**config.mk**
```make
export PLATFORM = sky130hd
export DESIGN_NAME = register_file_sb
export DESIGN_NICKNAME = d
export VERILOG_FILES = /design/src/rtl/cpu_regfile_pkg.sv /design/src/rtl/regfile_scoreboard.sv /design/src/rtl/register_file_sb.sv
export SDC_FILE = /design/constraint.sdc
export NUM_CORES = 1
export LEC_CHECK = 0
export BUFFER_PORTS_ARGS = -buffer_cell sky130_fd_sc_hd__buf_2
export CORE_MARGIN = 10
export CORE_UTILIZATION = 50
export DETAILED_ROUTE_END_ITERATION = 7
export PLACE_DENSITY_LB_ADDON = 0.08
export SLEW_MARGIN = 25
export SYNTH_ARGS = -nofsm -noshare
export SYNTH_HDL_FRONTEND = slang
export SYNTH_SLANG_ARGS = --single-unit
```
**constraint.sdc**
```tcl
create_clock -name i_clk -period 2.13 [get_ports i_clk]
set_input_delay 0.1065 -clock i_clk [delete_from_list [all_inputs] [get_ports i_clk]]
set_output_delay 0.1065 -clock i_clk [all_outputs]
set_load 0.05 [all_outputs]
```
**src/rtl/cpu_regfile_pkg.sv**
```systemverilog
// Shared widths, the PC read-through index and address/data types for the
// register file and its scoreboard.
package cpu_regfile_pkg;

    localparam int unsigned N          = 32;
    localparam int unsigned A          = 4;
    localparam int unsigned DEPTH      = 2 ** A;
    localparam int unsigned PC_REG_IDX = 15;

    typedef logic [A-1:0] reg_addr_t;
    typedef logic [N-1:0] reg_data_t;

    // Entry whose reads return the PC and whose writes/locks are dropped
    localparam reg_addr_t PC_REG = A'(PC_REG_IDX);

endpackage : cpu_regfile_pkg

```
**src/rtl/regfile_scoreboard.sv**
```systemverilog
// Pending-write scoreboard: one bit per register, set by decode (lock) and
// cleared by writeback. Raises BUSY for a read port whose operand has an
// in-flight producer that is not being written back this very cycle.
// Ports:
//   i_clk, i_rst         clock, synchronous active-high reset
//   i_we, i_wa           writeback enable (active-low) and address
//   i_lock_en, i_lock_a  decode claims i_lock_a as pending
//   i_ra1, i_ra2         read addresses being checked
//   o_busy1, o_busy2     combinational hazard flags per read port
module regfile_scoreboard
    import cpu_regfile_pkg::*;
(
    input  logic      i_clk,
    input  logic      i_rst,
    input  logic      i_we,
    input  logic      [A-1:0] i_wa,
    input  logic      i_lock_en,
    input  logic      [A-1:0] i_lock_a,
    input  logic      [A-1:0] i_ra1,
    input  logic      [A-1:0] i_ra2,
    output logic      o_busy1,
    output logic      o_busy2
);

    logic [DEPTH-1:0] r_pend;
    logic [DEPTH-1:0] w_pend_nxt;
    logic             w_byp1;
    logic             w_byp2;

    // Clear first, then set, so a new producer on the same address wins
    always_comb begin
        w_pend_nxt = r_pend;
        if (!i_we) begin
            w_pend_nxt[i_wa] = 1'b0;
        end
        if (i_lock_en && (i_lock_a != PC_REG)) begin
            w_pend_nxt[i_lock_a] = 1'b1;
        end
    end

    always_ff @(posedge i_clk) begin
        if (i_rst) begin
            r_pend <= '0;
        end else begin
            r_pend <= w_pend_nxt;
        end
    end

    // A same-cycle writeback to the read address is forwarded, so no hazard
    always_comb begin
        w_byp1  = !i_we && (i_wa == i_ra1);
        w_byp2  = !i_we && (i_wa == i_ra2);
        o_busy1 = r_pend[i_ra1] && !w_byp1 && (i_ra1 != PC_REG);
        o_busy2 = r_pend[i_ra2] && !w_byp2 && (i_ra2 != PC_REG);
    end

endmodule : regfile_scoreboard

```
**src/rtl/register_file_sb.sv**
```systemverilog
// DEPTH x N register file with two combinational read ports, one synchronous
// write port (active-low enable), write-to-read bypass, PC read-through on
// PC_REG and a pending-write scoreboard driving STALL.
// Ports:
//   i_clk, i_rst          clock, synchronous active-high reset
//   i_we, i_wa, i_wd      writeback: enable (active-low), address, data
//   i_ra1/i_ra2           read addresses; o_rd1/o_rd2 combinational data
//   i_pc_in               value returned for reads of PC_REG
//   i_lock_en, i_lock_a   decode marks i_lock_a as pending-write
//   o_busy1/o_busy2       per-port unresolved pending write
//   o_stall               o_busy1 | o_busy2
module register_file_sb
    import cpu_regfile_pkg::*;
(
    input  logic         i_clk,
    input  logic         i_rst,
    input  logic         i_we,
    input  logic [A-1:0] i_wa,
    input  logic [N-1:0] i_wd,
    input  logic [A-1:0] i_ra1,
    input  logic [A-1:0] i_ra2,
    output logic [N-1:0] o_rd1,
    output logic [N-1:0] o_rd2,
    input  logic [N-1:0] i_pc_in,
    input  logic         i_lock_en,
    input  logic [A-1:0] i_lock_a,
    output logic         o_busy1,
    output logic         o_busy2,
    output logic         o_stall
);

    reg_data_t r_mem [DEPTH];
    logic      w_wr_en;

    assign w_wr_en = !i_we && (i_wa != PC_REG);

    // Storage: reset clears every entry; PC_REG is never written
    always_ff @(posedge i_clk) begin
        if (i_rst) begin
            r_mem <= '{default: '0};
        end else if (w_wr_en) begin
            r_mem[i_wa] <= i_wd;
        end
    end

    // Read priority: PC read-through, then same-cycle bypass, then storage
    always_comb begin
        o_rd1 = r_mem[i_ra1];
        if (i_ra1 == PC_REG) begin
            o_rd1 = i_pc_in;
        end else if (!i_we && (i_wa == i_ra1)) begin
            o_rd1 = i_wd;
        end

        o_rd2 = r_mem[i_ra2];
        if (i_ra2 == PC_REG) begin
            o_rd2 = i_pc_in;
        end else if (!i_we && (i_wa == i_ra2)) begin
            o_rd2 = i_wd;
        end
    end

    regfile_scoreboard u_sb (
        .i_clk     (i_clk),
        .i_rst     (i_rst),
        .i_we      (i_we),
        .i_wa      (i_wa),
        .i_lock_en (i_lock_en),
        .i_lock_a  (i_lock_a),
        .i_ra1     (i_ra1),
        .i_ra2     (i_ra2),
        .o_busy1   (o_busy1),
        .o_busy2   (o_busy2)
    );

    assign o_stall = o_busy1 | o_busy2;

endmodule : register_file_sb

```
==> results of run 1 <==
-- where the power goes --
part           internal, mW  switching (mW)
sequential             10.0          0.0993
combinational          1.11            1.96
clock                  6.02            4.23
-- metal layers --
| metal | global-route usage, % | up-vias | share of wire, % |
|---|---|---|---|
| li1 | - | 11200 | - |
| met1 | 41.6 | 12800 | 38 |
| met2 | 53.3 | 1683 | 48 |
| met3 | 7.22 | 285 | 11 |
| met4 | 13.1 | 2 | 3.7 |
| met5 | 0 | - | 0.0093 |
-- through the flow --
| step | power (mW) | setup slack, ns |
|---|---|---|
| 2_1_floorplan | 12.0 | -0.0514 |
| 6_report | 23.4 | -0.197 |
| 3_5_place_dp | 13.0 | -0.0647 |
| 5_1_grt | 24.0 | -0.220 |
| 3_3_place_gp | 13.0 | -0.0418 |
| 4_1_cts | 23.3 | -0.172 |
-- timing repair --
item / 4_1_cts / 5_1_grt
resized for setup: 378 / 106
setup buffers: 3 / 3
cloned: 0 / 1
endpoints found under the setup margin: 67 / 67
pin swaps: 84 / 27
hold buffers: 41 / 0
hold endpoints to repair: 495 / 0
-- tightest hold or removal path, cell delays in order --
cell and delay [ns]:
buf_2 0.14, buf_4 0.26, nor3_4 0.08, buf_12 0.18
nand2_1 0.08, a21oi_1 0.05
-- cell type report --
class	count	area [um^2]	share of cell area, %
sequential	528	10800	32.0
multi-input combinational	2249	16500	49.1
timing repair buffer	369	3540	10.5
clock buffer	90	1770	5.28
clock inverter	11	136	0.406
inverter	2	7.51	0.0223
tap	696	871	2.59
-- cells in the final DEF (no fill, tap or decap), types with 5 or more instances in the layout --
| master | synthesis | final |
|---|---|---|
| nand2_1 | 1008 | 973 |
| a21oi_1 | 514 | 497 |
| dfxtp_1 | 528 | 382 |
| mux4_2 | 230 | 230 |
| dfxtp_2 | 0 | 145 |
| buf_4 | 11 | 138 |
| buf_2 | 75 | 76 |
| mux2i_1 | 71 | 70 |
| buf_6 | 6 | 62 |
| clkbuf_16 | 0 | 59 |
| buf_12 | 0 | 48 |
| a22oi_2 | 0 | 43 |
| dlygate4sd3_1 | 0 | 41 |
| nor2b_1 | 42 | 38 |
| nand2b_1 | 34 | 34 |
| a221o_1 | 32 | 32 |
| o22ai_1 | 31 | 31 |
| mux2_4 | 0 | 29 |
| a22oi_1 | 72 | 29 |
| a221oi_1 | 31 | 22 |
| nor2_1 | 32 | 22 |
| clkbuf_8 | 0 | 20 |
| a31oi_4 | 0 | 19 |
| nand2_4 | 0 | 18 |
| o21ai_1 | 0 | 18 |
| nand2_2 | 0 | 17 |
| a21oi_2 | 0 | 17 |
| clkbuf_1 | 242 | 13 |
| nor2_4 | 0 | 10 |
| nand3_2 | 0 | 9 |
| a221oi_2 | 0 | 9 |
| o21ai_2 | 0 | 7 |
| a31oi_2 | 0 | 7 |
| xnor2_1 | 6 | 6 |
| o21ai_0 | 31 | 6 |
| clkinv_2 | 0 | 6 |
| a31oi_1 | 31 | 5 |
| nand4_1 | 5 | 5 |
| a32oi_1 | 5 | 5 |
-- sequential cells by signal, summed over array words and instances, names as in the netlist --
register and flops:
r_mem 512, u_sb.r_pend 16
-- logic make-up after synthesis --
| logic type | after synthesis | share of synthesized area [%] |
|---|---|---|
| compound gates | 755 | 15.9 |
| mux | 332 | 22.8 |
| flops | 528 | 38.6 |
| buf+inv | 345 | 5.52 |
| simple gates | 1153 | 16.8 |
| xor+xnor | 8 | 0.256 |
-- path summary, 6_finish.rpt --
check,slack (ns),to,cells after the start
max,-0.20,o_rd2[18],5
min,0.34,r_mem[370]$_SDFFE_PP0P_,6
max reg2reg,1.41,r_mem[58]$_SDFFE_PP0P_,3
min reg2reg,0.46,r_mem[57]$_SDFFE_PP0P_,2
==> impl_results.md, run 1 <==
- Outcome: complete, but fails checks
- Failing checks: setup timing
- GRT Resource Usage Total: 32.7%
- Crit end category: output port
- Layout net count: about 3300
- Vias per inst: 6.57
- Worst path bufs/invs: 1
- Slew Limit Fails: 0
- Worst skew pair latency: 0.61 ns
- Placement Cell Area: 29800 um^2
- Crit-path leading delay family: compound AO/OA/AOI/OAI gates
- CTS Sinks: 528
- DR pass1 iterations: 8
- Global-route wire length before repair: 161 mm
- DIE AREA: roughly 64000 um^2
- Synth Warn #: 0
- Crit path launch: r_mem[242]$_SDFFE_PP0P_
- Chip Height: ~250 um
- Syn_nets: 3205
- Starting Density: 50.6%
- Clk slew on worst S/H paths: 0.06 ns
- Reg-to-reg critical path startpoint: r_mem[58]$_SDFFE_PP0P_
- DIE WIDTH: 254 um
- Initial antenna violation count: 1
- Initial drt markers: ~3200
- Synthesized flop and latch total: ~530
- Vias: 25900
- Fin crit share: 109%
- Design Area, Final: 33600 um^2
- Worst-Margin Slew: 1.22 ns
- Sequential cell area fraction in the yosys report: 38.6%
- Synth Flop Type: dfxtp_1
- Crit path time final: 2.33 ns
- Hold Violations, Final: 0
- Cell Area, Synth: 27400 um^2
- HPWL Detailed: approximately 66 mm
- Layout area overhead: 22.8%
- Post-synth EDFFs: 0
- RePlAce Congestion: 0.877
- Drt total wl: 108 mm
- Min setup slack post-route: -0.197 ns
- Grt ovf: 0
- Post-route ant nets: 0
- Antenna diode count: 0
- DRC: 0
- CP max stage delay: 0.48 ns
- Post-synth ARST share: 0%
- CP required: 2.02 ns
- Depth of the CTS H-tree: 2
- Largest area contributor in the netlist: dfxtp_1
- IO Count: roughly 150
- Row count: 85
- Finished Layout Cells: 3945
- Worst vdd ir: approximately 0.70 mV
- Top cell type's share of synthesized area: 38.6%
- Rel. slew slack: between 15 and 20%
- Crit Path Class: reg -> out
- Highest Clock Rate: 430 MHz
- WL/cell: between 20 and 30 um
- Top-count cell post-synth: nand2_1
- Worst setup SP type: register
- CP cell instances: mux4_2, a22oi_2, a21oi_2, a221o_1, buf_6
- Clk root buf: clkbuf_16
- Max capacitance violation total: 0
- Most frequent cells after synthesis: nand2_1 (1008), dfxtp_1 (528), a21oi_1 (514)
- Pwr/cell area: 697 nW/um^2
- Worst min path class: in -> reg
- Slowest stage cell on the critical path: mux4_2
- Synth area leaders: dfxtp_1 (39%), mux4_2 (19%), nand2_1 (14%)
- Layout Utilization: 62.2%
- Fill cells: 4491
- WP data arrival: ~2.2 ns
- Worst Clk Skew: 0 ns
- Max FO, Critical Path: 3
- Worst Hold Margin: ~0.34 ns
- Synth unique cells: 42
- Final setup vio count: 63
- Total CTS buffers: 57
- Core ar.: 54000 um^2
- Unrepaired setup endpoints after global routing: yes
- Vias in the first global route: 25400
- Mapped Cells: 3121
- Worst Min Path Start: i_wa[0]
- Buffers added on ports: 150
- Largest net degree at the start of global routing: between 70 and 80
- Inst Count DP: 3796
- CTS tree: built
- Max clock buf depth: 3
- Share of layout cells above drive strength 1: 30.9%
- Setup TNS: -5.53 ns
- Syn_area_per_cell: 8.76 um^2
- Pleak: 11.5 nW
Note: power is estimated with default switching activity, not from simulation.
==> run 2, diff against run 1 <==
CORE_UTILIZATION = 40   (was 50)
SKIP_CTS_REPAIR_TIMING = 1   (was unset)
SLEW_MARGIN = 20   (was 25)
==> run 2 against run 1 <==
Against the previous run:
- the run still ends with setup timing left
- count of clock-buffer cells in the layout is 9 lower
- utilization decreased by 11 points
- die area up 23%
- cell area up 3.3%
- non-clock buffer count up 27
- global-route usage shrank 5.0 points
- via count is 1.3% lower
- setup slack worse by 0.074 ns
- flip-flop and latch count did not move
- critical path type unchanged
==> impl_results.md, run 2 (synthesized netlist as in run 1, its figures left out) <==
- Outcome: complete, but fails checks
- Failing checks: setup timing
- Slowest stage cell on the critical path: mux4_2
- DIE WIDTH: 281 um
- Combinational group share of total power: 13.0%
- Vias: 25600
- Total CTS buffers: 60
- DIE AREA: between 70000 and 80000 um^2
- Core ar.: 67500 um^2
- Worst Min Path Start: i_wa[1]
- Pre-CTS setup slack: -0.0653 ns
- Layout area overhead: 26.8%
- WL/cell: around 27 um
- FF-to-FF path depth: 4
- Max FFs per register: 512
- Pleak: 11.8 nW
- Fill cells: 6221
- HPWL Detailed: 71.9 mm
- Crit Path Class: reg -> out
- Vias per inst: 6.15
- Vias in the first global route: ~25000
- Global-route wire length before repair: 166 mm
- R2r setup slk: around 1.3 ns
- CP cell instances: mux4_2, a22oi_2, a21oi_2, a221o_1, buf_6
- Most common cell after layout, fill and taps aside: nand2_1
- Largest net degree at the start of global routing: 94
- Grt ovf: 0
- Rel. slew slack: 54.4%
- Buffers added on ports: 150
- Crit path launch: r_mem[38]$_SDFFE_PP0P_
- Worst setup SP type: register
- Crit-path leading delay family: compound AO/OA/AOI/OAI gates
- Commonest cells after routing, fill and taps aside: nand2_1 (978), a21oi_1 (482), dfxtp_1 (367)
- CP required: a little over 2 ns
- Clock share of power: a little under half
- Switching power total: 6.65 mW
- Post-route ant nets: 0
- Drt total wl: 114 mm
- Worst min path class: in -> reg
- Unrepaired setup endpoints after global routing: yes
- Hold Violations, Final: 0
- Worst path bufs/invs: 1
- Reg power frac: between 40% and 50%
- Layout Utilization: 51.4%
- Worst-Margin Slew: 0.683 ns
- Max capacitance violation total: 0
- Crit path depth: 5
- CTS Sinks: 528
- IO Count: ~150
- Power Internal: 18.0 mW
- Initial drt markers: approximately 2500
- Max clock buf depth: 3
- Row count: 95
- Worst Clk Skew: 0 ns
- Share of layout cells above drive strength 1: between 30% and 40%
- Min setup slack post-route: -0.271 ns
- Depth of the CTS H-tree: 2
- Starting Density: 40.5%
- Slew Limit Fails: 0
- Pwr/cell area: 712 nW/um^2
- Clk root buf: clkbuf_16
- DR pass1 iterations: 6
- Chip Height: 281 um
- Layout net count: 3320
- Worst skew pair latency: 0.64 ns
- Switching Share: a little over a quarter
- Clk slew on worst S/H paths: 0.06 ns
- RePlAce Congestion: ~0.86
- Register with the most flip-flops: r_mem
- Reg-to-reg critical path startpoint: u_sb.r_pend[5]$_SDFF_PP0_
- WP data arrival: 2.29 ns
- Final setup vio count: 66
- RR Endpoint: u_sb.r_pend[5]$_SDFF_PP0_
- CTS tree: built
- Fin crit share: 113%
- Max FO, Critical Path: 3
- Worst vdd ir: roughly 0.6 mV
- DRC: 0
- CP max stage delay: ~0.46 ns
- Tot Pwr: 24.7 mW
- Initial antenna violation count: 2
- Antenna diode count: 0
- Highest Clock Rate: 417 MHz
- Crit end category: output port
- Critical path endpoint: o_rd2[6]
- GRT Resource Usage Total: 27.7%
- Crit path time final: 2.40 ns
- Largest registers: r_mem (512), u_sb.r_pend (16)
## run 2: cell count changes in the layout (fill, tap and decap cells not counted), sizes merged
cell / delta
buf: +28
clkinv: +11
clkbuf: -10
bufinv: +6
clkinvlp: +1
inv: +1
nor2b: -1
## run 2: layout make-up
cell class / count / area (um^2) / area share (%)
inverter: 2 / 7.51 / 0.0216
multi-input combinational: 2248 / 16600 / 47.9
timing repair buffer: 396 / 4050 / 11.7
tap: 873 / 1090 / 3.15
sequential: 528 / 10800 / 31.1
clock inverter: 30 / 410 / 1.18
clock buffer: 81 / 1750 / 5.05
## run 2: power by group through the flow
stage	logic, mW	registers (mW)	clock network, mW
after floorplan	1.75	10.3	0
after global placement	2.86	10.3	0
after detailed placement	2.89	10.3	0
after CTS	2.90	10.1	11.5
after global routing	3.36	10.1	11.9
final	3.22	10.1	11.4
## run 2: worst min path at each step
stage	endpoint	slack, ns	depth (start not counted)
2_1_floorplan	u_sb.r_pend[10]$_SDFF_PP0_	0.25	2
3_3_place_gp	u_sb.r_pend[13]$_SDFF_PP0_	0.44	3
3_5_place_dp	u_sb.r_pend[13]$_SDFF_PP0_	0.44	3
4_1_cts	u_sb.r_pend[13]$_SDFF_PP0_	-0.25	3
5_1_grt	r_mem[497]$_SDFFE_PP0P_	0.31	6
6_report	u_sb.r_pend[7]$_SDFF_PP0_	0.31	5
## run 2: tightest hold or removal path: cells and delay by family
kind                   cells  cell delay [ns]
AND/OR/NAND/NOR            3             0.55
AO/OA/AOI/OAI              1             0.09
buffers and inverters      1             0.15
## run 2: stage by stage
stage          cell area [um^2]  hold slack, ns  cells  setup TNS, ns
2_1_floorplan             27500           0.255   3121         -0.447
3_3_place_gp              30500           0.444   4001         -0.245
3_5_place_dp              30600           0.445   4002        -0.0887
4_1_cts                   32700          -0.248   4113         -14.12
5_1_grt                   34700           0.315   4158         -10.62
6_report                  34700           0.311   4158          -6.97
## run 2: per-layer routing
layer / wire length (um) / up-vias / track usage (%)
li1: - / 11300 / -
met1: 46700 / 12800 / 36.4
met2: 53900 / 1241 / 45.5
met3: 8680 / 253 / 4.31
met4: 4270 / 2 / 10.2
met5: 11 / - / 0
